### src/rtl/fir_pkg.sv
// Shared definitions for the FIR coefficient loader: word width and loader state encoding.
package fir_pkg;

    localparam int COEFF_W = 16;

    typedef enum logic [1:0] {
        IDLE,
        FILL,
        COMMIT
    } loader_state_t;

endpackage

### src/rtl/fir_coeff_loader.sv
// Collects N coefficient words into a shadow register and commits them atomically to the FIR stage.
// Optional feature macro FIR_COEFF_CHECKSUM_EN adds a modulo-2^16 checksum of the committed set.
module fir_coeff_loader
    import fir_pkg::*;
#(
    parameter int N = 4
) (
    input  logic                 clk,
    input  logic                 rst_n,
    input  logic                 start,
    input  logic                 coeff_valid,
    output logic                 coeff_ready,
    input  logic [COEFF_W-1:0]   coeff_data,
    input  logic                 coeff_last,
    output logic [N*COEFF_W-1:0] coeff_out,
    output logic                 load,
    output logic                 busy,
    output logic                 err
`ifdef FIR_COEFF_CHECKSUM_EN
    ,
    output logic [COEFF_W-1:0]   checksum
`endif
);

    localparam int IDX_W = $clog2(N) + 1;
    localparam logic [IDX_W-1:0] LAST_IDX = IDX_W'(N - 1);

    loader_state_t state, next_state;
    logic [IDX_W-1:0]   index;
    logic [N*COEFF_W-1:0] shadow;
    logic [N*COEFF_W-1:0] full_set;
    logic accept, restart, commit, frame_err;

    // The final word bypasses the shadow so the commit lands on the same edge as the handshake.
    assign full_set = {coeff_data, shadow[(N-1)*COEFF_W-1:0]};
    assign busy     = (state != IDLE);

    always_ff @(posedge clk or negedge rst_n) begin
        if (!rst_n) begin
            state <= IDLE;
        end else begin
            state <= next_state;
        end
    end

    always_comb begin
        next_state  = state;
        coeff_ready = 1'b0;
        load        = 1'b0;
        accept      = 1'b0;
        restart     = 1'b0;
        commit      = 1'b0;
        frame_err   = 1'b0;
        case (state)
            IDLE: begin
                if (start) next_state = FILL;
            end
            FILL: begin
                coeff_ready = 1'b1;
                if (start) begin
                    restart = 1'b1;
                end else if (coeff_valid) begin
                    accept = 1'b1;
                    if (coeff_last && index == LAST_IDX) begin
                        commit     = 1'b1;
                        next_state = COMMIT;
                    end else if (coeff_last || index == LAST_IDX) begin
                        frame_err  = 1'b1;
                        next_state = IDLE;
                    end
                end
            end
            COMMIT: begin
                load       = 1'b1;
                next_state = IDLE;
            end
            default: next_state = IDLE;
        endcase
    end

    always_ff @(posedge clk or negedge rst_n) begin
        if (!rst_n) begin
            index     <= '0;
            shadow    <= '0;
            coeff_out <= '0;
            err       <= 1'b0;
        end else begin
            if (state == IDLE && start) begin
                index <= '0;
                err   <= 1'b0;
            end
            if (restart) begin
                index  <= '0;
                shadow <= '0;
            end
            if (accept) begin
                for (int k = 0; k < N; k++) begin
                    if (index == IDX_W'(k)) shadow[k*COEFF_W +: COEFF_W] <= coeff_data;
                end
                index <= index + 1'b1;
            end
            if (commit) begin
                coeff_out <= full_set;
                index     <= '0;
            end
            if (frame_err) begin
                err    <= 1'b1;
                index  <= '0;
                shadow <= '0;
            end
        end
    end

`ifdef FIR_COEFF_CHECKSUM_EN
    function automatic logic [COEFF_W-1:0] word_sum(input logic [N*COEFF_W-1:0] set);
        logic [COEFF_W-1:0] acc;
        acc = '0;
        for (int k = 0; k < N; k++) acc = acc + set[k*COEFF_W +: COEFF_W];
        return acc;
    endfunction

    always_ff @(posedge clk or negedge rst_n) begin
        if (!rst_n) begin
            checksum <= '0;
        end else if (commit) begin
            checksum <= word_sum(full_set);
        end
    end
`endif

endmodule

### config.mk
export PLATFORM = sky130hd
export DESIGN_NAME = fir_coeff_loader
export DESIGN_NICKNAME = d
export VERILOG_FILES = /design/src/rtl/fir_pkg.sv /design/src/rtl/fir_coeff_loader.sv
export SDC_FILE = /design/constraint.sdc
export NUM_CORES = 1
export LEC_CHECK = 0
export CAP_MARGIN = 20
export CORE_MARGIN = 2
export CORE_UTILIZATION = 32
export DETAILED_ROUTE_END_ITERATION = 7
export PLACE_DENSITY = 0.51
export REMOVE_ABC_BUFFERS = 1
export SETUP_SLACK_MARGIN = 0.15
export SLEW_MARGIN = 20
export SYNTH_ARGS = -nofsm -noshare
export SYNTH_HDL_FRONTEND = slang
export SYNTH_SLANG_ARGS = --single-unit
### constraint.sdc
create_clock -name clk -period 2 [get_ports clk]
set_input_delay 0.2 -clock clk [delete_from_list [all_inputs] [get_ports clk]]
set_output_delay 0.2 -clock clk [all_outputs]
set_load 0.005 [all_outputs]
# [Yosys cells after proc, flatten, opt, wreduce, memory -nomap -nowiden]
# Cells that the tools add are included.
[totals] ram_bits=0 out_inout_bits=68 mem_bits_ro=0 regBits=134 elab_cells=60 latchBits=0 mem_count=0
[op_classes] add_sub_neg=1 bitwise_logic=0 n_reduce_logical=9 n_div=0 mul=0 n_eq_ne=9 order_cmp=0 mux=36 shifts=0
[ops] cell="2-to-1 mux 64 bit" n=3
[ops] cell="2-to-1 mux 16 bit" n=4
[ops] cell="2-to-1 mux 1 bit" n=18
[ops] cell="2-to-1 mux 3 bit" n=5
[ops] cell="2-to-1 mux 2 bit" n=5
[ops] cell="equality test 3 x 2 -> 1 bit, second input constant" n=2
[ops] cell="!= test 2 bit, second input constant" n=3
[ops] cell="nonzero test 5 bit" n=1
[ops] cell="one-hot mux 2 bit (2 select lines)" n=1
[ops] cell="AND reduction 4 bit" n=1
[ops] cell="nonzero test 2 bit" n=2
[ops] cell="adder 3 x 1 -> 3 bit, second input constant" n=1
[ops] cell="equality test 3 x 1 -> 1 bit, second input constant" n=1
[ops] cell="zero test 3 bit" n=1
[ops] cell="!= test 3 bit, second input constant" n=1
[ops] cell="equality test 2 x 1 -> 1 bit, second input constant" n=1
[ops] cell="equality test 2 bit, second input constant" n=1
[ops] cell="logical AND 1 bit" n=2
[ops] cell="zero test 2 bit" n=1
[ops] cell="logical OR 1 bit" n=1

# [Longest topological paths before layout]
# Gate-level depths: netlist (run 1).
[logic_depth] ltp_word=8 ltp_mapped=9

# [Least setup slack after synthesis (run 1)]
# Ideal clock, no wire load.
[synth_path] path_type="register to register" startpoint="register index[0]" endpoint="register coeff_out[13]" arrival_ns=1.645 setup_time_ns=0.125 synth_period_minus_slack_ns=1.770 stages_incl_launch_ff=8 path_buffers=2 slack_ns=0.230 cell_sequence="dfrtp_1 ha_1 ha_1 ha_1 nand2_1 buf_6 buf_6 mux2_4"
[synth_between] elab_chain_len=6
[synth_lines] element="start: declaration" line="fir_coeff_loader.sv:29" source="logic [IDX_W-1:0] index;"
[synth_lines] element="start signal: assignment" line="fir_coeff_loader.sv:100" source="index <= index + 1'b1;"
[synth_lines] element="equality test 3 x 2 -> 1 bit" line="fir_coeff_loader.sv:64" source="if (coeff_last && index == LAST_IDX) begin"
[synth_lines] element="logical AND 1 bit" line="fir_coeff_loader.sv:64"
[synth_lines] element="2-to-1 mux 1 bit" line="fir_coeff_loader.sv:64"
[synth_lines] element="2-to-1 mux 1 bit" line="fir_coeff_loader.sv:62" source="end else if (coeff_valid) begin"
[synth_lines] element="2-to-1 mux 1 bit" line="fir_coeff_loader.sv:60" source="if (start) begin"
[synth_lines] element="2-to-1 mux 1 bit" line="fir_coeff_loader.sv:54" source="case (state)"
[synth_lines] element="end signal: assignment" line="fir_coeff_loader.sv:103" source="coeff_out <= full_set;"
[synth_lines] element="end: declaration" line="fir_coeff_loader.sv:15" source="output logic [N*COEFF_W-1:0] coeff_out,"
# Every way passes these cells.
# A chain may end at the register's enable or synchronous reset.

# [Final worst setup path (run 1)]
[layout_path] startpoint="register index[0]" endpoint="register coeff_out[53]"
# The elaborated chain is that of the path after synthesis.

==> results of run 1 <==
routing by layer:
layer / GRT usage (%) / up-vias / part of all wire (%)
met5: 0 / - / 0
met4: 5.25 / 0 / 1.1
met3: 5.13 / 11 / 6.4
met2: 23.7 / 131 / 48
met1: 20.8 / 1831 / 44
li1: - / 1700 / -
per-stage QoR:
stage	cells	hold slack, ps	area, um2	setup TNS, ps	power [mW]
detailed placement	703	201	6430	0	2.90
floorplan	368	-95.6	4980	-144170	2.64
global placement	703	201	6430	0	2.89
finish	743	305	7240	0	6.01
global route	743	343	7240	0	6.26
CTS	737	308	7100	0	6.08
Yosys cell counts (all sizes together):
cell / count
a21o: 1
a21oi: 50
and2: 1
and4bb: 1
buf: 21
clkbuf: 20
dfrtp: 118
ha: 7
inv: 7
mux2: 64
nand2: 2
nand2b: 4
nand3: 48
nand3b: 1
nand4bb: 1
nor2: 3
nor2b: 5
o211ai: 48
o21ai: 6
or3: 1
area by class of cell:
class | instances | share of cell area [%]
repair buffers | 127 | 18.3
inverters | 7 | 0.363
well taps | 216 | 3.73
clock buffers | 23 | 6.88
flip-flops and latches | 118 | 40.8
multi-input cells | 244 | 28.3
clock inverters | 8 | 1.66
cells in the final DEF, fill, tap and decap left out, types with 4 or more instances in the layout:
cell	synthesis	routed
buf_12	0	4
mux2_2	15	15
ha_1	7	6
buf_4	3	27
inv_1	7	7
o21ai_0	6	6
clkbuf_8	0	5
dfrtp_1	118	118
o211ai_1	48	48
nand2b_1	4	4
clkbuf_16	0	21
clkdlybuf4s50_1	0	86
mux2_4	49	49
nand3_1	48	48
a21oi_1	50	50
report_power, final:
part	internal (mW)	leakage, nW	switching, mW
combinational	0.148	1.41	0.236
clock	2.11	0.301	1.04
sequential	2.44	1.63	0.0306
total	4.70	3.34	1.31
sequential cells by signal, summed over array words and instances, names as in the netlist:
name	count
coeff_out	64
err	1
index	3
shadow	48
state	2
repair_timing:
action,4_1_cts,5_1_grt
buffers inserted,1,0
pin swaps,0,1
setup endpoints to repair,44,43
endpoints found under the hold margin,33,0
resized for setup,2,6
hold buffers,1,0
gates cloned,1,6
worst paths after layout:
kind / depth (start not counted) / end / from / slack, ps
hold reg to reg: 1 / err$_DFFE_PN0P_ / err$_DFFE_PN0P_ / 500
max in group asynchronous: 3 / shadow[18]$_DFF_PN0_ / rst_n / 1060
setup reg to reg: 6 / coeff_out[53]$_DFFE_PN0P_ / index[0]$_DFFE_PN0P_ / 210
setup / recovery: 6 / coeff_out[53]$_DFFE_PN0P_ / index[0]$_DFFE_PN0P_ / 210
hold / removal: 2 / coeff_out[2]$_DFFE_PN0P_ / rst_n / 310
min in group clk: 3 / shadow[17]$_DFF_PN0_ / coeff_data[1] / 460
kinds of logic after synthesis:
kind of cell,after synthesis
fa+ha+maj,7
compound gates,105
flops,118
simple gates,67
mux,64
buf+inv,48
==> summary.txt, run 1 <==
Critical path
  • Worst path required time: 2290 ps
  • Top cell family by delay on the critical path: adder cells
  • Worst path cell trace: ha_1 > ha_1 > ha_2 > nand2_8 > clkbuf_16 > mux2_4
  • Crit path largest cell delay: between 300 and 400 ps
  • Top cell by count, worst path: ha_1
  • Slowest CP cell: dfrtp_1
  • Worst setup EP type: flip-flop
  • CP bufs+invs: 1
  • CP max FO: 8
  • Startpoint Class: flip-flop
  • CP Class: flip-flop to flip-flop
  • Crit path DAT: between 2000 and 2500 ps

Layout
  • ANT cells: 0
  • Fin util: a little under half
  • Multi-input gate area: a little over 2000 um2
  • Share of cells above drive strength 1: about 27%
  • Layout area overhead: 39.3%
  • Seq. cell area: 2950 um2
  • Filler cells: between 1,000 and 1,500
  • Final nets: 543

Timing
  • Post-layout minimum cycle time: between 1500 and 2000 ps
  • Fmax: around 0.56 GHz
  • Worst Tran Pin Value: about 500 ps
  • RSZ-0062 raised after global routing: yes
  • Slew Limit Fails: 0
  • Setup Skew: roughly 10 ps
  • # setup viols final: 0
  • Final Hold Fails: 0
  • Post-route setup slack: about 210 ps
  • Relative slew slack: 66.6%
  • Fin crit share: between 80% and 90%

Pwr
  • Pleak: 3.34 nW
  • Pwr per Cell Area: 830 nW/um2
  • Worst vdd ir: roughly 0.58 mV

Die
  • Initial Util: 32.7%
  • Die Height: between 100 and 150 um
  • # IOs: 89
  • DIE WIDTH: about 130 um
  • Core box area: approximately 16,000 um2
  • FP Rows: between 40 and 50
  • Full die area: 17,300 um2

Clocking
  • Clock latency on the worst-skew pair: approximately 410 ps
  • TritonCTS Buffers: 17
  • CTS Sinks: about 120
  • H-tree depth: 4
  • CTS tree: built
  • Max Buffers Root-to-Sink: 2
  • CTS root buf: clkbuf_16
  • Clk pin slew, worst setup/hold paths: around 60 ps

Detailed routing
  • # DRC: 0
  • DRT Pass-1 Iters: 4
  • Starting DRT DRC Count: ~220
  • Vias post-DR: approximately 3,700
  • ANT nets after route: 0
  • Via density: approximately 4.9
  • Routed wire length: 13,100 um
  • WL/cell: about 18 um

Status
  • Status: completed

Synth
  • Post-synthesis compound-gate area fraction: between 10 and 15%
  • Yosys reg bits: approximately 120
  • Distinct cells, synth: 24
  • Largest cells by area after synthesis: dfrtp_1, mux2_4, o211ai_1
  • Largest family of logic cells by synthesized area: multiplexers
  • Leading area contributor after synthesis: dfrtp_1
  • Syn Inst Count: around 410
  • Ys Warns: 0
  • Post-Synth XOR/XNOR Area: 0%
  • Mean Syn Cell Area: around 13 um2
  • Cell Area, Synth: about 5200 um2
  • Post-synthesis mux area share: between 10% and 20%
  • Share of Yosys cell area claimed by the top area cell type: about 57%
  • Post-Synth Simple-Gate Area: 6.91%
  • Post-Synth Adder-Cell Area: about 1.7%
  • Register area share after synthesis: between 50 and 60%

Worst hold path
  • Worst Hold Class: input pin to async pin

GRT
  • First-pass GRT wire length: roughly 21,000 um
  • Vias in the first global route: 3,795
  • Total track usage: roughly 16%
  • Largest net degree at the start of global routing: 38
  • Antenna violations before repair: 0
  • Total gr overflow: 0

Place
  • Hpwl dp: 8320 um
  • RD Place Congestion: around 0.77
  • Dpl ws: approximately 110 ps
  • PortBufs: just under 90

Job
  • Max-Cap Viols: 0
(Power assumes the default switching activity.)
==> run 2, diff against run 1 <==
--- a/config.mk
+++ b/config.mk
@@ -9,4 +9,5 @@
 export CORE_MARGIN = 2
 export CORE_UTILIZATION = 32
+export CTS_BUF_LIST = sky130_fd_sc_hd__clkbuf_16
 export DETAILED_ROUTE_END_ITERATION = 7
 export PLACE_DENSITY = 0.51
==> constraint.sdc (replaced) <==
create_clock -name clk -period 2.23 [get_ports clk]
set_input_delay 0.223 -clock clk [delete_from_list [all_inputs] [get_ports clk]]
set_output_delay 0.223 -clock clk [all_outputs]
set_load 0.05 [all_outputs]
==> summary.txt, run 2 (same netlist as run 1, synthesis figures left out) <==
GRT
  • Total gr overflow: 0
  • Antenna violations before repair: 0
  • Largest net degree at the start of global routing: 50
  • First-pass GRT wire length: about 20,000 um
  • Total track usage: 15.2%
  • Vias in the first global route: between 3,000 and 4,000

Die
  • DIE WIDTH: 131 um
  • Core box area: between 15,000 and 20,000 um2
  • # IOs: 89
  • Full die area: between 15,000 and 20,000 um2
  • Die Height: 131 um
  • Initial Util: roughly a third
  • FP Rows: 46

Clocking
  • Clk pin slew, worst setup/hold paths: around 50 ps
  • CTS root buf: clkbuf_16
  • Max Buffers Root-to-Sink: 2
  • H-tree depth: 4
  • CTS tree: built
  • TritonCTS Buffers: 17
  • CTS Sinks: between 100 and 150
  • Postcts setup bufs: 0
  • Clock latency on the worst-skew pair: 410 ps

Place
  • Hpwl dp: roughly 8000 um
  • Placed insts: 690
  • RD Place Congestion: ~0.75
  • Dpl ws: a little under 200 ps
  • PortBufs: 88

Timing
  • Post-layout minimum cycle time: ~2000 ps
  • # setup viols final: 0
  • Setup Skew: 4.52 ps
  • Fin crit share: 88.0%
  • RSZ-0062 raised after global routing: no
  • Worst Tran Pin Value: around 860 ps
  • Fmax: between 0.5 and 0.6 GHz
  • Post-route setup slack: between 200 and 300 ps
  • Final Hold Fails: 0
  • Worst hold slack: around 380 ps
  • Relative slew slack: about 43%
  • Slew Limit Fails: 0

Detailed routing
  • WL/cell: between 15 and 20 um
  • Starting DRT DRC Count: 260
  • DRT Pass-1 Iters: 7
  • Vias post-DR: around 3,600
  • ANT nets after route: 0
  • Via density: between 4 and 5
  • Routed wire length: ~13,000 um
  • # DRC: 0

Critical path
  • Crit path largest cell delay: between 400 and 500 ps
  • Worst setup EP type: flip-flop
  • Slowest CP cell: dfrtp_1
  • CP max FO: 40
  • CP Class: flip-flop to flip-flop
  • Worst path required time: roughly 2500 ps
  • CP bufs+invs: 1
  • Crit path DAT: between 2000 and 2500 ps
  • Startpoint Class: flip-flop
  • Top cell family by delay on the critical path: adder cells
  • Worst path cell trace: ha_1 > ha_1 > ha_1 > nand2_4 > buf_12 > mux2_2
  • Top cell by count, worst path: ha_1

Pwr
  • Sequential fraction of design power: a little over two fifths
  • Pwr per Cell Area: 744 nW/um2
  • Worst vdd ir: approximately 0.6 mV
  • Internal: 3.91 mW
  • Clock power frac: 49.5%
  • Pleak: ~3.2 nW
  • Logic pwr share: 7.1%
  • Total chip power: a little over 5 mW
  • Sw frac: a little under a quarter
  • NetSw: 1.21 mW

Status
  • Status: completed

Layout
  • Final nets: approximately 520
  • Most common cell after layout, fill and taps aside: dfrtp_1
  • Largest regs: coeff_out (64), shadow (48), index (3)
  • Layout area overhead: 32.5%
  • Filler cells: 1,487
  • Finished Layout Cells: a little over 700
  • Most frequent cells in the layout: dfrtp_1, clkdlybuf4s50_1, a21oi_1
  • Max reg flops: 64
  • ANT cells: 0
  • Share of cells above drive strength 1: 23.1%
  • Biggest register: coeff_out

Worst hold path
  • Worst Hold Class: input pin to async pin

Job
  • Max-Cap Viols: 0
-- run 2: per-stage QoR --
stage                     utilization (%)  area (um2)  setup TNS, ps
after global placement               39.9        6330              0
after detailed placement             39.9        6330              0
after floorplan                         -        4980        -117260
final                                43.4        6890              0
after CTS                            43.3        6890              0
after global routing                 43.4        6890              0
-- run 2: layout make-up --
cell class,count,area (um2),area share [%]
clock inverter,14,120,1.74
tap,216,270,3.92
inverter,7,26.3,0.382
multi-input combinational,243,2020,29.4
sequential,118,2950,42.9
clock buffer,17,425,6.18
timing repair buffer,107,1070,15.5
-- run 2: path summary, 6_finish.rpt --
kind                            slack [ps]                       from  cells past startpoint                        end
worst min register to register         500  coeff_out[52]$_DFFE_PN0P_                      1  coeff_out[52]$_DFFE_PN0P_
worst max register to register         270       index[0]$_DFFE_PN0P_                      6   coeff_out[7]$_DFFE_PN0P_
worst min-delay path                   380                      rst_n                      2  coeff_out[34]$_DFFE_PN0P_
min in group clk                       490              coeff_data[9]                      3        shadow[9]$_DFF_PN0_
worst max-delay path                   270       index[0]$_DFFE_PN0P_                      6   coeff_out[7]$_DFFE_PN0P_
max in group asynchronous             1200                      rst_n                      3        shadow[1]$_DFF_PN0_
-- run 2: power by group through the flow --
| stage | clock network [mW] | registers (mW) | logic [mW] |
|---|---|---|---|
| 2_1_floorplan | 0 | 2.27 | 0.132 |
| 3_3_place_gp | 0 | 2.26 | 0.359 |
| 3_5_place_dp | 0 | 2.26 | 0.366 |
| 4_1_cts | 2.61 | 2.22 | 0.367 |
| 5_1_grt | 2.71 | 2.23 | 0.396 |
| 6_report | 2.54 | 2.22 | 0.363 |
-- run 2: per-layer routing --
| metal | vias up | wire length [um] | global-route usage (%) |
|---|---|---|---|
| met2 | 113 | 5940 | 22.9 |
| li1 | 1656 | - | - |
| met3 | 17 | 639 | 5.02 |
| met1 | 1816 | 5780 | 20.2 |
| met4 | 0 | 193 | 6.04 |
| met5 | - | 0 | 0 |
-- run 2: timing repair --
action	in CTS	in global routing
hold buffers	1	0
endpoints found under the hold margin	46	0
gates resized for setup	3	1
endpoints found under the setup margin	3	27
